<file path="config.mk">
export PLATFORM = sky130hd
export DESIGN_NAME = pc_fetch_seq_flat
export DESIGN_NICKNAME = d
export VERILOG_FILES = /design/src/rtl/pc_fetch_seq_if.sv /design/src/rtl/pc_fetch_seq.sv /design/src/flat_wrapper.sv
export SDC_FILE = /design/constraint.sdc
export NUM_CORES = 1
export LEC_CHECK = 0
export BUFFER_PORTS_ARGS = -buffer_cell sky130_fd_sc_hd__buf_2
export CAP_MARGIN = 25
export CORE_MARGIN = 2
export CORE_UTILIZATION = 30
export DETAILED_ROUTE_END_ITERATION = 8
export GPL_TIMING_DRIVEN = 0
export PLACE_DENSITY_LB_ADDON = 0.25
export SLEW_MARGIN = 20
export SYNTH_ARGS = -nofsm -noshare
export SYNTH_HDL_FRONTEND = slang
export SYNTH_SLANG_ARGS = --single-unit
</file>
<file path="constraint.sdc">
create_clock -name clk -period 8 [get_ports clk]
set_clock_uncertainty 0.1 [all_clocks]
set_input_delay 1.2 -clock clk [delete_from_list [all_inputs] [get_ports clk]]
set_output_delay 1.2 -clock clk [all_outputs]
set_load 0.02 [all_outputs]
</file>
<file path="src/rtl/pc_fetch_seq_if.sv">
// Instruction-memory port of the fetch sequencer.
// Handshake: the fetcher raises imem_req with a stable imem_addr and holds both
// until the memory returns a single-cycle imem_ack with imem_rdata valid in that
// same cycle; imem_req drops on the edge that samples imem_ack. A new request
// never starts in the cycle that follows an ack.
`timescale 1ns/1ps
interface pc_fetch_seq_if;
  logic        imem_req;
  logic [31:0] imem_addr;
  logic        imem_ack;
  logic [31:0] imem_rdata;

  modport master (output imem_req, output imem_addr, input imem_ack, input imem_rdata);
  modport slave  (input imem_req, input imem_addr, output imem_ack, output imem_rdata);
endinterface

</file>
<file path="src/rtl/pc_fetch_seq.sv">
// Fetch sequencer: issues instruction-memory requests from the current PC,
// holds the fetched word through decode stalls and selects the next PC from
// sequential, branch, jump and exception sources.
// Optional macro PC_FETCH_ALIGN_CHECK_EN: misaligned PC targets are replaced by
// EXC_VEC and flagged on addr_err (sticky). Without it addr_err is tied low.
`timescale 1ns/1ps
module pc_fetch_seq #(
  parameter logic [31:0] RESET_VEC = 32'h0040_0000,
  parameter logic [31:0] EXC_VEC   = 32'h0040_0004,
  parameter int          MAX_WAIT  = 15,
  parameter int          WAIT_W    = 4
) (
  input  logic                  clk,
  input  logic                  rst,
  input  logic [31:0]           pc_q,
  input  logic                  stall,
  input  logic                  br_taken,
  input  logic [31:0]           br_target,
  input  logic                  jmp,
  input  logic [31:0]           jmp_target,
  input  logic                  exc,
  pc_fetch_seq_if.master        imem,
  output logic [31:0]           inst,
  output logic                  inst_valid,
  output logic                  pc_ena,
  output logic [31:0]           pc_next,
  output logic                  timeout_err,
  output logic                  addr_err,
  output logic [1:0]            dbg_state_o
);

  typedef enum logic [1:0] {S_IDLE = 2'd0, S_FETCH = 2'd1, S_WAIT = 2'd2, S_DONE = 2'd3} state_t;

  // Redirect priority levels; a larger value wins. PRI_NONE means no redirect.
  localparam logic [1:0] PRI_NONE = 2'd0;
  localparam logic [1:0] PRI_BR   = 2'd1;
  localparam logic [1:0] PRI_JMP  = 2'd2;
  localparam logic [1:0] PRI_EXC  = 2'd3;

  state_t              state_q, state_d;
  logic                req_q, req_d;
  logic [31:0]         addr_q, addr_d;
  logic [31:0]         inst_q, inst_d;
  logic                iv_q, iv_d;
  logic [31:0]         pc_next_q, pc_next_d;
  logic                tmo_q, tmo_d;
  logic [1:0]          pend_pri_q, pend_pri_d;
  logic [31:0]         pend_addr_q, pend_addr_d;
  logic [WAIT_W-1:0]   cnt_q, cnt_d;

  logic [1:0]          in_pri;
  logic [31:0]         in_addr;
  logic [31:0]         sel_raw;
  logic [31:0]         sel_addr;
  logic                pc_ena_c;

  // Decode this cycle's redirect requests by priority exc > jmp > br.
  always_comb begin
    in_pri  = PRI_NONE;
    in_addr = 32'h0;
    if (exc) begin
      in_pri  = PRI_EXC;
      in_addr = EXC_VEC;
    end else if (jmp) begin
      in_pri  = PRI_JMP;
      in_addr = jmp_target;
    end else if (br_taken) begin
      in_pri  = PRI_BR;
      in_addr = br_target;
    end
  end

  // Next-PC candidate: a held redirect beats a same-cycle one, which beats pc+4.
  always_comb begin
    if (pend_pri_q != PRI_NONE) begin
      sel_raw = pend_addr_q;
    end else if (in_pri != PRI_NONE) begin
      sel_raw = in_addr;
    end else begin
      sel_raw = pc_q + 32'd4;
    end
  end

`ifdef PC_FETCH_ALIGN_CHECK_EN
  logic misalign;
  logic addr_err_q;

  assign misalign = (sel_raw[1:0] != 2'b00);
  assign sel_addr = misalign ? EXC_VEC : sel_raw;

  // Sticky flag, set only when a misaligned target would have been loaded.
  always_ff @(posedge clk or posedge rst) begin
    if (rst) begin
      addr_err_q <= 1'b0;
    end else if (pc_ena_c && misalign) begin
      addr_err_q <= 1'b1;
    end
  end

  assign addr_err = addr_err_q;
`else
  assign sel_addr = sel_raw;
  assign addr_err = 1'b0;
`endif

  // Next-state and register-input logic of the fetch FSM.
  always_comb begin
    state_d     = state_q;
    req_d       = req_q;
    addr_d      = addr_q;
    inst_d      = inst_q;
    iv_d        = iv_q;
    pc_next_d   = pc_next_q;
    tmo_d       = tmo_q;
    pend_pri_d  = pend_pri_q;
    pend_addr_d = pend_addr_q;
    cnt_d       = cnt_q;
    pc_ena_c    = 1'b0;

    // Any redirect seen after IDLE is remembered unless a stronger one is held.
    if (state_q != S_IDLE && in_pri > pend_pri_q) begin
      pend_pri_d  = in_pri;
      pend_addr_d = in_addr;
    end

    case (state_q)
      S_IDLE: begin
        state_d = S_FETCH;
      end
      S_FETCH: begin
        req_d   = 1'b1;
        addr_d  = pc_q;
        cnt_d   = '0;
        state_d = S_WAIT;
      end
      S_WAIT: begin
        if (imem.imem_ack) begin
          req_d   = 1'b0;
          state_d = S_DONE;
          // A redirect raised during this fetch makes the word stale: drop it.
          if (pend_pri_d == PRI_NONE) begin
            inst_d = imem.imem_rdata;
            iv_d   = 1'b1;
          end else begin
            iv_d   = 1'b0;
          end
        end else if (cnt_q == WAIT_W'(MAX_WAIT - 1)) begin
          cnt_d       = cnt_q + WAIT_W'(1);
          tmo_d       = 1'b1;
          req_d       = 1'b0;
          iv_d        = 1'b0;
          pend_pri_d  = PRI_EXC;
          pend_addr_d = EXC_VEC;
          state_d     = S_DONE;
        end else begin
          cnt_d = cnt_q + WAIT_W'(1);
        end
      end
      S_DONE: begin
        if (!stall) begin
          pc_ena_c   = 1'b1;
          pc_next_d  = sel_addr;
          iv_d       = 1'b0;
          pend_pri_d = PRI_NONE;
          state_d    = S_FETCH;
        end
      end
      default: begin
        state_d = S_IDLE;
      end
    endcase
  end

  // State and datapath registers, cleared asynchronously.
  always_ff @(posedge clk or posedge rst) begin
    if (rst) begin
      state_q     <= S_IDLE;
      req_q       <= 1'b0;
      addr_q      <= 32'h0;
      inst_q      <= 32'h0;
      iv_q        <= 1'b0;
      pc_next_q   <= RESET_VEC;
      tmo_q       <= 1'b0;
      pend_pri_q  <= PRI_NONE;
      pend_addr_q <= 32'h0;
      cnt_q       <= '0;
    end else begin
      state_q     <= state_d;
      req_q       <= req_d;
      addr_q      <= addr_d;
      inst_q      <= inst_d;
      iv_q        <= iv_d;
      pc_next_q   <= pc_next_d;
      tmo_q       <= tmo_d;
      pend_pri_q  <= pend_pri_d;
      pend_addr_q <= pend_addr_d;
      cnt_q       <= cnt_d;
    end
  end

  assign imem.imem_req  = req_q;
  assign imem.imem_addr = addr_q;
  assign inst           = inst_q;
  assign inst_valid     = iv_q;
  assign pc_ena         = pc_ena_c;
  // pc_next shows the live selection while in DONE so the PC register loads it
  // on the same edge that pc_ena is high; otherwise the last loaded value.
  assign pc_next        = (state_q == S_DONE) ? sel_addr : pc_next_q;
  assign timeout_err    = tmo_q;
  assign dbg_state_o    = state_q;

endmodule

</file>
<file path="src/flat_wrapper.sv">
// flat-port wrapper written by rule: the top's interface ports become plain ports
module pc_fetch_seq_flat 
#(
  parameter logic [31:0] RESET_VEC = 32'h0040_0000,
  parameter logic [31:0] EXC_VEC   = 32'h0040_0004,
  parameter int          MAX_WAIT  = 15,
  parameter int          WAIT_W    = 4
)
  (clk, rst, pc_q, stall, br_taken, br_target, jmp, jmp_target, exc, inst, inst_valid, pc_ena, pc_next, timeout_err, addr_err, dbg_state_o, imem_imem_req, imem_imem_addr, imem_imem_ack, imem_imem_rdata);
  pc_fetch_seq_if imem_i ();
  input  logic clk;
  input  logic rst;
  input  logic [31:0] pc_q;
  input  logic stall;
  input  logic br_taken;
  input  logic [31:0] br_target;
  input  logic jmp;
  input  logic [31:0] jmp_target;
  input  logic exc;
  output logic [31:0] inst;
  output logic inst_valid;
  output logic pc_ena;
  output logic [31:0] pc_next;
  output logic timeout_err;
  output logic addr_err;
  output logic [1:0] dbg_state_o;
  output wire logic [$bits(imem_i.imem_req)-1:0] imem_imem_req;
  output wire logic [$bits(imem_i.imem_addr)-1:0] imem_imem_addr;
  input wire logic [$bits(imem_i.imem_ack)-1:0] imem_imem_ack;
  input wire logic [$bits(imem_i.imem_rdata)-1:0] imem_imem_rdata;
  assign imem_imem_req = imem_i.imem_req;
  assign imem_imem_addr = imem_i.imem_addr;
  assign imem_i.imem_ack = imem_imem_ack;
  assign imem_i.imem_rdata = imem_imem_rdata;
  pc_fetch_seq #(.RESET_VEC(RESET_VEC), .EXC_VEC(EXC_VEC), .MAX_WAIT(MAX_WAIT), .WAIT_W(WAIT_W)) u_core (.clk(clk), .rst(rst), .pc_q(pc_q), .stall(stall), .br_taken(br_taken), .br_target(br_target), .jmp(jmp), .jmp_target(jmp_target), .exc(exc), .imem(imem_i), .inst(inst), .inst_valid(inst_valid), .pc_ena(pc_ena), .pc_next(pc_next), .timeout_err(timeout_err), .addr_err(addr_err), .dbg_state_o(dbg_state_o));
endmodule
</file>
==> summary.txt, run 1 <==
Run status
  • Result of the run: finished clean

CTS
  • Post-CTS setup repair buffer count: 0
  • CTS Sinks: 139
  • TritonCTS clock tree: done
  • Post-cts gate resize count: 0
  • Post-CTS clock slew at the launch and capture registers of the worst setup and hold paths: 0.06 ns
  • Insertion delay of the later-clocked pin in the worst-skew pair: 0.42 ns
  • Number of clock buffers inserted by TritonCTS: 17
  • H-tree level count: 4
  • Root buf cell: sky130_fd_sc_hd__clkbuf_16
  • Number of buffers on the longest clock path: 2
  • Hold buffers post-CTS: 0

Critical path
  • Endpoint of the most critical register-to-register path: u_core.pend_addr_q[14]
  • Largest fanout on the critical path: 8
  • Worst EP required: 6.70 ns
  • Class of the most critical setup path: primary input to output pin
  • Depth of the worst register-to-register path: 9
  • Capture point of the critical path: pc_next[18]
  • Worst Setup SP: pc_q[2]
  • Worst setup SP type: primary input
  • Setup crit end kind: output pin
  • Setup slack, reg-to-reg: 5.21 ns
  • Worst EP arrival: 3.91 ns

Logic synthesis
  • Cells after synthesis: 812
  • Arithmetic-cell share of the synthesized area counting full adders, half adders and majority gates: 1.31%
  • Fraction of the mapped netlist area in simple logic gates: 17.1%
  • Synth warnings: 0
  • Main combinational cell family by area after synthesis: compound AO/OA/AOI/OAI gates
  • Count of flip-flops with a built-in enable after synthesis: 0
  • Post-Synthesis Mean Instance Area: 9.40 sq um
  • Part of the Yosys area used for sequential elements: 45.6%
  • Fraction of the mapped netlist area in compound gates: 18.4%
  • Async set-or-reset flop fraction in the synthesized netlist: 100%
  • Syn nets: 955
  • Yosys reg bits: 139
  • Xor and xnor fraction of the mapped netlist area: 1.49%
  • Most used flip-flop cell after synthesis: sky130_fd_sc_hd__dfrtp_1
  • Count of unique library cells instantiated by Yosys: 58
  • Netlist Area Pre-Place: 7640 sq um
  • Proportion of synthesized area in mux cells: 11.5%

Die
  • Area enclosed by the die boundary: 26700 sq um
  • Die width: 164 um
  • Initial core utilization: 30.4%
  • Core ar.: 25100 sq um
  • Row count: 58
  • Vert. Die Dim: 164 um
  • Number of top-level pins: 238

Pwr
  • Overall Power: 4.04 mW
  • Largest voltage drop on the vdd net: 0.198 mV
  • Power per cell area: 405 nW/um^2
  • Lkg Pwr: 4.42 nW

Global route
  • Largest net degree at the start of global routing: 72
  • Initial antenna violation count: 4
  • All-layer global routing usage: 20.6%
  • Remaining Overflow, GRT: 0
  • Global-route wire length before repair: 41300 um
  • Vias in the first global route: 7109

Final layout
  • Number of nets in the layout: 1211
  • Filler Cell Count: 2619
  • Layout Area Growth over Synthesis: 30.8%
  • Proportion of layout cells with a drive suffix above 1: 35.1%

STA
  • Setup repair after global routing missed its margin: no
  • Sum of negative setup slack: 0 ns
  • Min setup slack post-route: 2.79 ns
  • Setup violation total in the final timing report: 0
  • Max transition margin: 39.0%
  • Final Hold Viols: 0
  • Portion of the clock cycle consumed by the worst path in the final layout: 65.2%
  • Slew at the pin closest to its max-slew limit: 0.907 ns
  • Final Max Slew Viols: 0
  • FMAX: 0.192 GHz
  • Final critical delay including setup and external delays: 5.21 ns

Placement
  • Pre-CTS setup slack: 2.91 ns
  • Placer's final routability congestion estimate: 0.865
  • Sum of net half-perimeters after detailed placement: 20500 um
  • Count of buffers inserted at the top-level ports: 235

Routing
  • Antenna-violating nets left: 0
  • Number of detailed-route iterations in the first pass: 5
  • Post-Route WL: 27400 um
  • Vias after detailed routing: 7415
  • Post-DR wirelength/cell: 19.3 um
  • Starting DRT DRC Count: 562
  • Mean number of vias per cell: 5.24
  • Remaining design rule violation count: 0

Job
  • Max Cap Viol: 0

Worst hold path
  • Hold crit path type: flop to flop
==> power by group <==
group / internal (mW) / switching, mW / total [mW]
Clock: 0.625 / 0.348 / 0.973
Combinational: 0.689 / 1.23 / 1.92
Sequential: 1.00 / 0.146 / 1.15
==> Yosys cell counts (3+ instances only) <==
cell | n | area [sq um]
sky130_fd_sc_hd__dfrtp_1 | 138 | 3450
sky130_fd_sc_hd__nand2_1 | 103 | 387
sky130_fd_sc_hd__mux2_2 | 76 | 856
sky130_fd_sc_hd__a21oi_1 | 54 | 270
sky130_fd_sc_hd__clkbuf_1 | 47 | 176
sky130_fd_sc_hd__nor2_1 | 43 | 161
sky130_fd_sc_hd__o21ai_0 | 43 | 215
sky130_fd_sc_hd__inv_1 | 27 | 101
sky130_fd_sc_hd__o22ai_1 | 26 | 163
sky130_fd_sc_hd__a31oi_1 | 25 | 156
sky130_fd_sc_hd__a22oi_1 | 20 | 150
sky130_fd_sc_hd__or2_2 | 18 | 113
sky130_fd_sc_hd__nand3b_1 | 16 | 120
sky130_fd_sc_hd__nand4_1 | 15 | 93.8
sky130_fd_sc_hd__nand3_1 | 14 | 70.1
sky130_fd_sc_hd__nor4_1 | 14 | 87.6
sky130_fd_sc_hd__nor3_1 | 13 | 65.1
sky130_fd_sc_hd__ha_1 | 8 | 100
sky130_fd_sc_hd__a211oi_1 | 7 | 52.6
sky130_fd_sc_hd__o31a_1 | 7 | 61.3
sky130_fd_sc_hd__or3_1 | 7 | 43.8
sky130_fd_sc_hd__xor2_1 | 7 | 61.3
sky130_fd_sc_hd__nand2b_1 | 6 | 37.5
sky130_fd_sc_hd__xnor2_1 | 6 | 52.6
sky130_fd_sc_hd__a21o_1 | 5 | 37.5
sky130_fd_sc_hd__buf_1 | 5 | 18.8
sky130_fd_sc_hd__o311ai_1 | 5 | 43.8
sky130_fd_sc_hd__a41oi_1 | 4 | 35.0
sky130_fd_sc_hd__buf_4 | 4 | 30.0
sky130_fd_sc_hd__nor2b_1 | 4 | 25.0
sky130_fd_sc_hd__a22o_1 | 3 | 26.3
sky130_fd_sc_hd__a31o_2 | 3 | 26.3
sky130_fd_sc_hd__and4_1 | 3 | 26.3
sky130_fd_sc_hd__or4_1 | 3 | 22.5
==> layout by cell type (no fill, tap or decap), types with 6 or more instances in the layout <==
cell type,synthesis,layout
sky130_fd_sc_hd__inv_1,27,26
sky130_fd_sc_hd__xor2_1,7,7
sky130_fd_sc_hd__xnor2_1,6,6
sky130_fd_sc_hd__clkbuf_1,47,47
sky130_fd_sc_hd__a22oi_1,20,20
sky130_fd_sc_hd__a211oi_1,7,7
sky130_fd_sc_hd__nor3_1,13,13
sky130_fd_sc_hd__nand4_1,15,15
sky130_fd_sc_hd__o21ai_0,43,43
sky130_fd_sc_hd__nor4_1,14,14
sky130_fd_sc_hd__nand3_1,14,14
sky130_fd_sc_hd__clkbuf_16,0,17
sky130_fd_sc_hd__buf_2,2,238
sky130_fd_sc_hd__nand2b_1,6,6
sky130_fd_sc_hd__nand3b_1,16,16
sky130_fd_sc_hd__mux2_2,76,76
sky130_fd_sc_hd__nand2_1,103,103
sky130_fd_sc_hd__o22ai_1,26,26
sky130_fd_sc_hd__o31a_1,7,7
sky130_fd_sc_hd__a21oi_1,54,54
sky130_fd_sc_hd__ha_1,8,8
sky130_fd_sc_hd__or3_1,7,7
sky130_fd_sc_hd__dfrtp_1,138,138
sky130_fd_sc_hd__nor2_1,43,43
sky130_fd_sc_hd__a31oi_1,25,25
sky130_fd_sc_hd__bufinv_16,0,7
sky130_fd_sc_hd__or2_2,18,18
==> kinds of logic after synthesis <==
kind of cell,after synthesis
buffers and inverters,86
DFF,139
adders and majority gates,8
and+or+nand+nor,266
xor gates and xnor gates,13
muxes,78
other,1
AOI/OAI and AO/OA,221
==> registers in the layout (all words and copies together) (netlist names), 2 cells and up, named ones only <==
register               count
u_core.dbg_state_o         2
u_core.cnt_q               4
u_core.pc_next_q          32
u_core.pend_addr_q        32
u_core.imem.imem_addr     32
u_core.inst               32
==> critical path, cell delays in order <==
cell and delay, ns:
sky130_fd_sc_hd__buf_2 0.21, sky130_fd_sc_hd__ha_1 0.23, sky130_fd_sc_hd__nand3_1 0.36, sky130_fd_sc_hd__nor4_1 0.90, sky130_fd_sc_hd__xor2_1 0.28, sky130_fd_sc_hd__nand2_1 0.12
sky130_fd_sc_hd__a41oi_1 0.37, sky130_fd_sc_hd__buf_2 0.23
==> stage by stage <==
stage,instances,utilization (%),cell area (sq um),hold WS [ns]
after floorplan,812,-,7640,0.350
after global placement,1377,36.7,9230,0.348
after detailed placement,1378,36.9,9260,0.350
after CTS,1410,39.7,9970,0.365
after global routing,1412,39.7,9980,0.380
final,1415,39.8,9990,0.360
==> how the worst min path moves through the flow <==
stage,startpoint,end,slack [ns],depth (start not counted)
floorplan,u_core.pc_next_q[2],u_core.pc_next_q[2],0.35,2
global placement,u_core.timeout_err,u_core.timeout_err,0.35,1
detailed placement,u_core.timeout_err,u_core.timeout_err,0.35,1
CTS,u_core.timeout_err,u_core.timeout_err,0.37,1
global route,u_core.timeout_err,u_core.timeout_err,0.38,1
finish,u_core.timeout_err,u_core.timeout_err,0.36,1
==> per-layer routing <==
| metal | global-route usage, % | vias up | wire, um |
|---|---|---|---|
| li1 | - | 3470 | - |
| met1 | 28.9 | 3631 | 12600 |
| met2 | 31.9 | 283 | 12400 |
| met3 | 4.09 | 31 | 1830 |
| met4 | 6.70 | 0 | 544 |
| met5 | 0 | - | 0 |
==> final cells by class <==
type / count / area (sq um) / area share (%)
antenna: 4 / 10.0 / 0.100
buffer: 59 / 246 / 2.47
clock buffer: 17 / 425 / 4.26
clock inverter: 15 / 285 / 2.86
inverter: 27 / 109 / 1.09
multi-input combinational: 587 / 3810 / 38.1
sequential: 139 / 3480 / 34.8
tap: 330 / 413 / 4.13
timing repair buffer: 237 / 1210 / 12.1
No activity file was read; power rests on OpenSTA's default activity.
==> run 2: changes to the inputs <==
--- a/config.mk
+++ b/config.mk
@@ -5,6 +5,7 @@
 export SDC_FILE = /design/constraint.sdc
 export NUM_CORES = 1
 export LEC_CHECK = 0
+export ABC_AREA = 1
 export BUFFER_PORTS_ARGS = -buffer_cell sky130_fd_sc_hd__buf_2
 export CAP_MARGIN = 25
 export CORE_MARGIN = 2
==> constraint.sdc (replaced) <==
create_clock -name clk -period 5.15 [get_ports clk]
set_clock_uncertainty 0.1 [all_clocks]
set_input_delay 0.7725 -clock clk [delete_from_list [all_inputs] [get_ports clk]]
set_output_delay 0.7725 -clock clk [all_outputs]
set_load 0.02 [all_outputs]
==> run 2 against run 1 <==
Clock-buffer cell count grew 3. Synthesized cell count grew 38%. Critical endpoint is now pc_next[28]. Total power grew 56%. Critical path depth grew 6. Sequential share of layout area shrank 0.35 points. Combinational power grew 67%. Global-route usage grew 0.12 points. Register-to-register slack lost 2.6 ns. Worst setup slack lost 1.3 ns. Sequential power grew 62%.
==> summary.txt, run 2 <==
Run status
  • Result of the run: finished clean (unchanged)

STA
  • Setup violation total in the final timing report: 0 (unchanged)
  • Setup repair after global routing missed its margin: no (unchanged)
  • Slew at the pin closest to its max-slew limit: 0.690 ns (was 0.907 ns)
  • Final Hold Viols: 0 (unchanged)
  • Final Max Slew Viols: 0 (unchanged)
  • Min setup slack post-route: 1.46 ns (was 2.79 ns)
  • Portion of the clock cycle consumed by the worst path in the final layout: 71.7%
  • Sum of negative setup slack: 0 ns (unchanged)
  • FMAX: 0.271 GHz
  • Final critical delay including setup and external delays: 3.69 ns
  • Final hold slack: 0.265 ns (was 0.360 ns)
  • Max transition margin: 54.0% (was 39.0%)

Global route
  • Vias in the first global route: 7807 (was 7109)
  • Initial antenna violation count: 1 (was 4)
  • Global-route wire length before repair: 44400 um (was 41300 um)
  • Remaining Overflow, GRT: 0 (unchanged)
  • All-layer global routing usage: 20.7% (was 20.6%)
  • Largest net degree at the start of global routing: 85 (was 72)

Pwr
  • Lkg Pwr: 5.24 nW (was 4.42 nW)
  • Power per cell area: 625 nW/um^2 (was 405 nW/um^2)
  • Overall Power: 6.30 mW (was 4.04 mW)
  • Largest voltage drop on the vdd net: 0.272 mV (was 0.198 mV)

Routing
  • Post-Route WL: 29100 um (was 27400 um)
  • Antenna-violating nets left: 0 (unchanged)
  • Mean number of vias per cell: 4.84 (was 5.24)
  • Post-DR wirelength/cell: 16.9 um (was 19.3 um)
  • Vias after detailed routing: 8324 (was 7415)
  • Starting DRT DRC Count: 639 (was 562)
  • Remaining design rule violation count: 0 (unchanged)
  • Number of detailed-route iterations in the first pass: 5 (unchanged)

Logic synthesis
  • Syn nets: 1260 (was 955)
  • Count of unique library cells instantiated by Yosys: 37 (was 58)
  • Most used flip-flop cell after synthesis: sky130_fd_sc_hd__dfrtp_1 (unchanged)
  • Post-Synthesis Mean Instance Area: 7.04 sq um (was 9.40 sq um)
  • Top cell type's share of synthesized area: 43.9% (was 45.2%)
  • Async set-or-reset flop fraction in the synthesized netlist: 100% (unchanged)
  • Part of the Yosys area used for sequential elements: 44.2% (was 45.6%)
  • Yosys reg bits: 139 (unchanged)
  • Leading post-synthesis cells by cell area: sky130_fd_sc_hd__dfrtp_1 (44%), sky130_fd_sc_hd__nand2_1 (24%), sky130_fd_sc_hd__a21oi_1 (4.5%) (was sky130_fd_sc_hd__dfrtp_1 (45%), sky130_fd_sc_hd__mux2_2 (11%), sky130_fd_sc_hd__nand2_1 (5.1%))
  • Netlist Area Pre-Place: 7870 sq um (was 7640 sq um)
  • Post-synth top area cell: sky130_fd_sc_hd__dfrtp_1 (unchanged)
  • Most frequently used cell type in the post-synthesis netlist: sky130_fd_sc_hd__nand2_1 (was sky130_fd_sc_hd__dfrtp_1)
  • Cells after synthesis: 1117 (was 812)
  • Synth warnings: 0 (unchanged)
  • Count of flip-flops with a built-in enable after synthesis: 0 (unchanged)
  • Leading post-synthesis cells by instance count: sky130_fd_sc_hd__nand2_1 (499), sky130_fd_sc_hd__dfrtp_1 (138), sky130_fd_sc_hd__nor2_1 (92) (was sky130_fd_sc_hd__dfrtp_1 (138), sky130_fd_sc_hd__nand2_1 (103), sky130_fd_sc_hd__mux2_2 (76))

Die
  • Number of top-level pins: 238 (unchanged)
  • Die width: 166 um (was 164 um)
  • Initial core utilization: 30.4% (about the same)
  • Area enclosed by the die boundary: 27500 sq um (was 26700 sq um)
  • Row count: 59 (was 58)
  • Core ar.: 25900 sq um (was 25100 sq um)
  • Vert. Die Dim: 166 um (was 164 um)

Critical path
  • Worst setup SP type: primary input (unchanged)
  • Class of the most critical setup path: primary input to output pin (unchanged)
  • Worst EP arrival: 2.82 ns (was 3.91 ns)
  • Kind of cell with the highest combined delay on the critical path: simple AND/OR/NAND/NOR gates (unchanged)
  • Sum of buffers and inverters on the critical path: 2 (unchanged)
  • CP peak stage delay: 0.28 ns (was 0.90 ns)
  • CP dominant cell by count: sky130_fd_sc_hd__nand2_1 (was sky130_fd_sc_hd__buf_2)
  • Critical-path cell list: buf_2 -> ha_1 -> nand2_1 -> nor2_1 -> nand2_1 -> nor2_1 -> nand2_1 -> nand2_1 -> nand3_1 -> nand2_1 -> nand2_1 -> nand2_1 -> nand2_1 -> buf_2 (was buf_2 -> ha_1 -> nand3_1 -> nor4_1 -> xor2_1 -> nand2_1 -> a41oi_1 -> buf_2)
  • Worst EP required: 4.28 ns (was 6.70 ns)
  • Setup crit end kind: output pin (unchanged)
  • Crit path max-delay cell type: sky130_fd_sc_hd__ha_1 (was sky130_fd_sc_hd__nor4_1)
  • Largest fanout on the critical path: 6 (was 8)

CTS
  • Post-CTS clock slew at the launch and capture registers of the worst setup and hold paths: 0.06 ns (about the same)
  • TritonCTS clock tree: done (unchanged)
  • Number of clock buffers inserted by TritonCTS: 17 (unchanged)
  • H-tree level count: 4 (unchanged)
  • Number of buffers on the longest clock path: 2 (unchanged)
  • Post-CTS setup repair buffer count: 0 (unchanged)
  • CTS Sinks: 139 (unchanged)
  • Hold buffers post-CTS: 0 (unchanged)
  • Insertion delay of the later-clocked pin in the worst-skew pair: 0.42 ns (about the same)
  • Root buf cell: sky130_fd_sc_hd__clkbuf_16 (unchanged)
  • Post-cts gate resize count: 0 (unchanged)

Final layout
  • Layout Area Growth over Synthesis: 28.2% (was 30.8%)
  • Number of nets in the layout: 1515 (was 1211)
  • Commonest non-fill, non-tap cell in the layout: sky130_fd_sc_hd__nand2_1 (was sky130_fd_sc_hd__buf_2)
  • Commonest non-fill, non-tap cells in the layout: sky130_fd_sc_hd__nand2_1 (499), sky130_fd_sc_hd__buf_2 (249), sky130_fd_sc_hd__dfrtp_1 (138), sky130_fd_sc_hd__nor2_1 (92), sky130_fd_sc_hd__a21oi_1 (70) (was sky130_fd_sc_hd__buf_2 (238), sky130_fd_sc_hd__dfrtp_1 (138), sky130_fd_sc_hd__nand2_1 (103), sky130_fd_sc_hd__mux2_2 (76), sky130_fd_sc_hd__a21oi_1 (54))
  • Proportion of layout cells with a drive suffix above 1: 22.7% (was 35.1%)
  • Final Non-Filler Cells: 1720 (was 1415)

Job
  • Max Cap Viol: 0 (unchanged)

Placement
  • Count of buffers inserted at the top-level ports: 235 (unchanged)
  • Placed instance count: 1688 (was 1378)
  • Placer's final routability congestion estimate: 0.896 (was 0.865)
  • Sum of net half-perimeters after detailed placement: 22600 um (was 20500 um)
  • Pre-CTS setup slack: 1.49 ns (was 2.91 ns)

Worst hold path
  • Hold crit path type: primary input to asynchronous set/reset pin (was flop to flop)
## run 2: stage by stage
step           area [sq um]  util [%]
2_1_floorplan          7870         -
3_3_place_gp           9460      36.5
3_5_place_dp           9500      36.7
4_1_cts               10100      38.9
5_1_grt               10100      38.9
6_report              10100      38.9
## run 2: logic make-up (layout without fill, tap and decap cells)
family	count (synthesis)	in the layout	share of synthesized area (%)
AND/OR/NAND/NOR	680	680	34.8
AO/OA/AOI/OAI	158	158	11.0
flip-flops	139	139	44.2
buffers and inverters	110	377	5.90
multiplexers	14	14	1.99
adder cells (fa/ha/maj)	8	8	1.27
XOR/XNOR	7	7	0.779
other	1	2	0.0477
## run 2: power breakdown
part	switching [mW]	internal, mW	total, mW	leakage, nW
combinational	2.19	1.00	3.20	3.27
clock	0.498	0.747	1.24	0.280
sequential	0.257	1.61	1.86	1.69
## run 2: path summary, 6_finish.rpt
| path | slack [ns] | to | depth (start not counted) | startpoint |
|---|---|---|---|---|
| setup / recovery | 1.46 | pc_next[28] | 14 | pc_q[2] |
| hold / removal | 0.26 | u_core.inst[23] | 2 | rst |
| setup reg to reg | 2.61 | u_core.pc_next_q[10] | 9 | u_core.dbg_state_o[0] |
| hold reg to reg | 0.37 | u_core.inst[2] | 2 | u_core.inst[2] |
| max in group asynchronous | 3.91 | u_core.imem.imem_addr[12] | 3 | rst |
| min in group clk | 0.37 | u_core.inst[2] | 2 | u_core.inst[2] |
## run 2: worst reg2reg max path: cells and delay by family (launching register included)
kind                     cells  cell delay [ns]
adder cells (fa/ha/maj)      1             0.16
buffers and inverters        5             1.10
flip-flops                   1             0.41
AND/OR/NAND/NOR              3             0.65
## run 2: final cells by class
class	count	area, sq um
multi-input cells	868	3920
inverters	48	188
clock inverters	11	119
well taps	335	419
flip-flops and latches	139	3480
repair buffers	236	1200
clock buffers	20	467
diodes	1	2.50
fillers	2761	15800
plain buffers	62	284
## run 2: routing by layer
metal  up-vias  track usage (%)  wire [um]
li1       4109                -          -
met3        35             4.65       2140
met2       308             31.9      13100
met5         -                0          0
met4         0             6.73        547
met1      3872             29.0      13300
==> run 3: changes to the inputs <==
--- a/config.mk
+++ b/config.mk
@@ -5,7 +5,7 @@
 export SDC_FILE = /design/constraint.sdc
 export NUM_CORES = 1
 export LEC_CHECK = 0
-export ABC_AREA = 1
+export ABC_AREA = 0
 export BUFFER_PORTS_ARGS = -buffer_cell sky130_fd_sc_hd__buf_2
 export CAP_MARGIN = 25
 export CORE_MARGIN = 2
==> constraint.sdc (replaced) <==
create_clock -name clk -period 3.3 [get_ports clk]
set_clock_uncertainty 0.1 [all_clocks]
set_input_delay 0.495 -clock clk [delete_from_list [all_inputs] [get_ports clk]]
set_output_delay 0.495 -clock clk [all_outputs]
set_load 0.02 [all_outputs]
==> run 3 against run 2 <==
Clock-buffer cell count stayed put. Critical path depth is 5 lower. Total power is 53% higher. Die area is 2.9% lower. Global-route usage is 0.081 points higher. Non-clock buffer count is 3 higher. Routed wire length is 5.1% lower. Critical path type unchanged.
==> summary.txt, run 3 (synthesis gave the netlist of run 1 again) <==
Critical path
  • Worst Setup SP: pc_q[6] (was pc_q[2])
  • Largest fanout on the critical path: 10 (was 6)
  • Worst EP arrival: 2.66 ns (was 2.82 ns)
  • Endpoint of the most critical register-to-register path: u_core.pend_addr_q[14] (was u_core.pc_next_q[10])
  • Class of the most critical setup path: primary input to output pin (unchanged)
  • Worst EP required: 2.70 ns (was 4.28 ns)
  • Capture point of the critical path: pc_next[24] (was pc_next[28])
  • Worst setup SP type: primary input (unchanged)
  • Setup slack, reg-to-reg: 0.47 ns (was 2.61 ns)
  • Setup crit end kind: output pin (unchanged)
  • Depth of the worst register-to-register path: 8 (was 9)

Routing
  • Starting DRT DRC Count: 568 (was 639)
  • Remaining design rule violation count: 0 (unchanged)
  • Number of detailed-route iterations in the first pass: 5 (unchanged)
  • Post-Route WL: 27600 um (was 29100 um)
  • Antenna-violating nets left: 0 (unchanged)
  • Post-DR wirelength/cell: 19.5 um (was 16.9 um)
  • Vias after detailed routing: 7539 (was 8324)
  • Mean number of vias per cell: 5.32 (was 4.84)

Global route
  • All-layer global routing usage: 20.8% (was 20.7%)
  • Vias in the first global route: 7308 (was 7807)
  • Largest net degree at the start of global routing: 33 (was 85)
  • Initial antenna violation count: 4 (was 1)
  • Global-route wire length before repair: 42400 um (was 44400 um)
  • Remaining Overflow, GRT: 0 (unchanged)

Final layout
  • Commonest non-fill, non-tap cells in the layout: sky130_fd_sc_hd__buf_2 (239), sky130_fd_sc_hd__dfrtp_1 (138), sky130_fd_sc_hd__nand2_1 (103), sky130_fd_sc_hd__mux2_2 (76), sky130_fd_sc_hd__a21oi_1 (53) (was sky130_fd_sc_hd__nand2_1 (499), sky130_fd_sc_hd__buf_2 (249), sky130_fd_sc_hd__dfrtp_1 (138), sky130_fd_sc_hd__nor2_1 (92), sky130_fd_sc_hd__a21oi_1 (70))
  • Commonest non-fill, non-tap cell in the layout: sky130_fd_sc_hd__buf_2 (was sky130_fd_sc_hd__nand2_1)
  • Number of nets in the layout: 1216 (was 1515)
  • Final Non-Filler Cells: 1418 (was 1720)
  • Filler Cell Count: 2636 (was 2761)
  • Proportion of layout cells with a drive suffix above 1: 38.8% (was 22.7%)
  • Layout Area Growth over Synthesis: 32.9% (was 28.2%)

Die
  • Core ar.: 25100 sq um (was 25900 sq um)
  • Vert. Die Dim: 164 um (was 166 um)
  • Area enclosed by the die boundary: 26700 sq um (was 27500 sq um)
  • Row count: 58 (was 59)
  • Initial core utilization: 30.4% (about the same)
  • Die width: 164 um (was 166 um)
  • Number of top-level pins: 238 (unchanged)

STA
  • Sum of negative setup slack: 0 ns (unchanged)
  • Final critical delay including setup and external delays: 3.25 ns
  • Final hold slack: 0.0525 ns (was 0.265 ns)
  • Setup repair after global routing missed its margin: yes (was no)
  • Slew at the pin closest to its max-slew limit: 0.871 ns (was 0.690 ns)
  • FMAX: 0.307 GHz
  • Setup violation total in the final timing report: 0 (unchanged)
  • Max transition margin: 41.7% (was 54.0%)
  • Final Max Slew Viols: 0 (unchanged)
  • Portion of the clock cycle consumed by the worst path in the final layout: 98.6%
  • Final Hold Viols: 0 (unchanged)
  • Min setup slack post-route: 0.0457 ns (was 1.46 ns)

Placement
  • Count of buffers inserted at the top-level ports: 235 (unchanged)
  • Pre-CTS setup slack: -0.366 ns (was 1.49 ns)
  • Placer's final routability congestion estimate: 0.834 (was 0.896)
  • Sum of net half-perimeters after detailed placement: 21000 um (was 22600 um)
  • Placed instance count: 1382 (was 1688)

CTS
  • Number of clock buffers inserted by TritonCTS: 17 (unchanged)
  • Hold buffers post-CTS: 0 (unchanged)
  • Number of buffers on the longest clock path: 2 (unchanged)
  • CTS Sinks: 139 (unchanged)
  • H-tree level count: 4 (unchanged)
  • TritonCTS clock tree: done (unchanged)
  • Post-CTS clock slew at the launch and capture registers of the worst setup and hold paths: 0.07 ns (was 0.06 ns)
  • Insertion delay of the later-clocked pin in the worst-skew pair: 0.42 ns (about the same)
  • Root buf cell: sky130_fd_sc_hd__clkbuf_16 (unchanged)

Job
  • Max Cap Viol: 0 (unchanged)

Run status
  • Result of the run: finished clean (unchanged)

Pwr
  • Lkg Pwr: 4.49 nW (was 5.24 nW)
  • Power per cell area: 950 nW/um^2 (was 625 nW/um^2)
  • Largest voltage drop on the vdd net: 0.469 mV (was 0.272 mV)
  • Overall Power: 9.64 mW (was 6.30 mW)

Worst hold path
  • Hold crit path type: primary input to asynchronous set/reset pin (unchanged)
-- run 3: changes by cell type in the layout (fill, tap and decap cells not counted), moves of 19 or more --
cell	change
sky130_fd_sc_hd__o21ai_0	-20
sky130_fd_sc_hd__nand4_1	-19
sky130_fd_sc_hd__nor2_1	-49
sky130_fd_sc_hd__a22oi_1	+20
sky130_fd_sc_hd__mux2_2	+63
sky130_fd_sc_hd__a31oi_1	+19
sky130_fd_sc_hd__nand2_1	-396
sky130_fd_sc_hd__o22ai_1	+26
sky130_fd_sc_hd__nand3_1	-29
-- run 3: worst max-delay path: stages --
cell                      delay (ns)
sky130_fd_sc_hd__buf_2          0.14
sky130_fd_sc_hd__nand4_1        0.27
sky130_fd_sc_hd__or4_4          0.49
sky130_fd_sc_hd__buf_6          0.15
sky130_fd_sc_hd__buf_6          0.14
sky130_fd_sc_hd__o31a_1         0.30
sky130_fd_sc_hd__o31ai_2        0.31
sky130_fd_sc_hd__a31oi_1        0.15
sky130_fd_sc_hd__buf_4          0.20
-- run 3: stage by stage --
stage	area (sq um)	util (%)
final	10100	40.4
after global routing	10100	40.4
after detailed placement	9310	37.1
after floorplan	7640	-
after CTS	10000	40.0
after global placement	9230	36.8
-- run 3: cell type report --
cell class	instances	area (sq um)	area share (%)
Timing Repair Buffer	245	1300	12.8
Inverter	27	109	1.07
Buffer	56	264	2.60
Multi-Input combinational cell	587	3930	38.8
Clock buffer	20	457	4.50
Clock inverter	12	186	1.84
Tap cell	330	413	4.07
Antenna cell	2	5.00	0.0493
Sequential cell	139	3480	34.3
-- run 3: layer usage --
layer / vias up / share of wire, % / GRT usage (%) / wire [um]
met2: 278 / 45 / 32.4 / 12500
li1: 3479 / - / - / -
met1: 3749 / 46 / 29.3 / 12800
met5: - / 0.047 / 0 / 13
met4: 2 / 1.9 / 6.06 / 523
met3: 31 / 6.3 / 4.19 / 1740
-- run 3: worst min-delay path by stage --
stage	from	end	cells past startpoint
after global routing	rst	u_core.imem.imem_addr[9]	2
after global placement	u_core.timeout_err	u_core.timeout_err	1
after CTS	rst	u_core.imem.imem_addr[9]	2
after detailed placement	u_core.timeout_err	u_core.timeout_err	1
after floorplan	u_core.pc_next_q[2]	u_core.pc_next_q[2]	2
final	rst	u_core.imem.imem_addr[9]	2
-- run 3: what timing repair did --
| item | in CTS | in global routing |
|---|---|---|
| setup endpoints to repair | 29 | 32 |
| gates resized for setup | 17 | 38 |
| pin swaps | 2 | 6 |
| buffers inserted | 4 | 1 |
-- run 3: power by group --
part | switching, mW | internal [mW]
clock network | 0.821 | 1.32
logic | 3.02 | 1.71
registers | 0.350 | 2.43
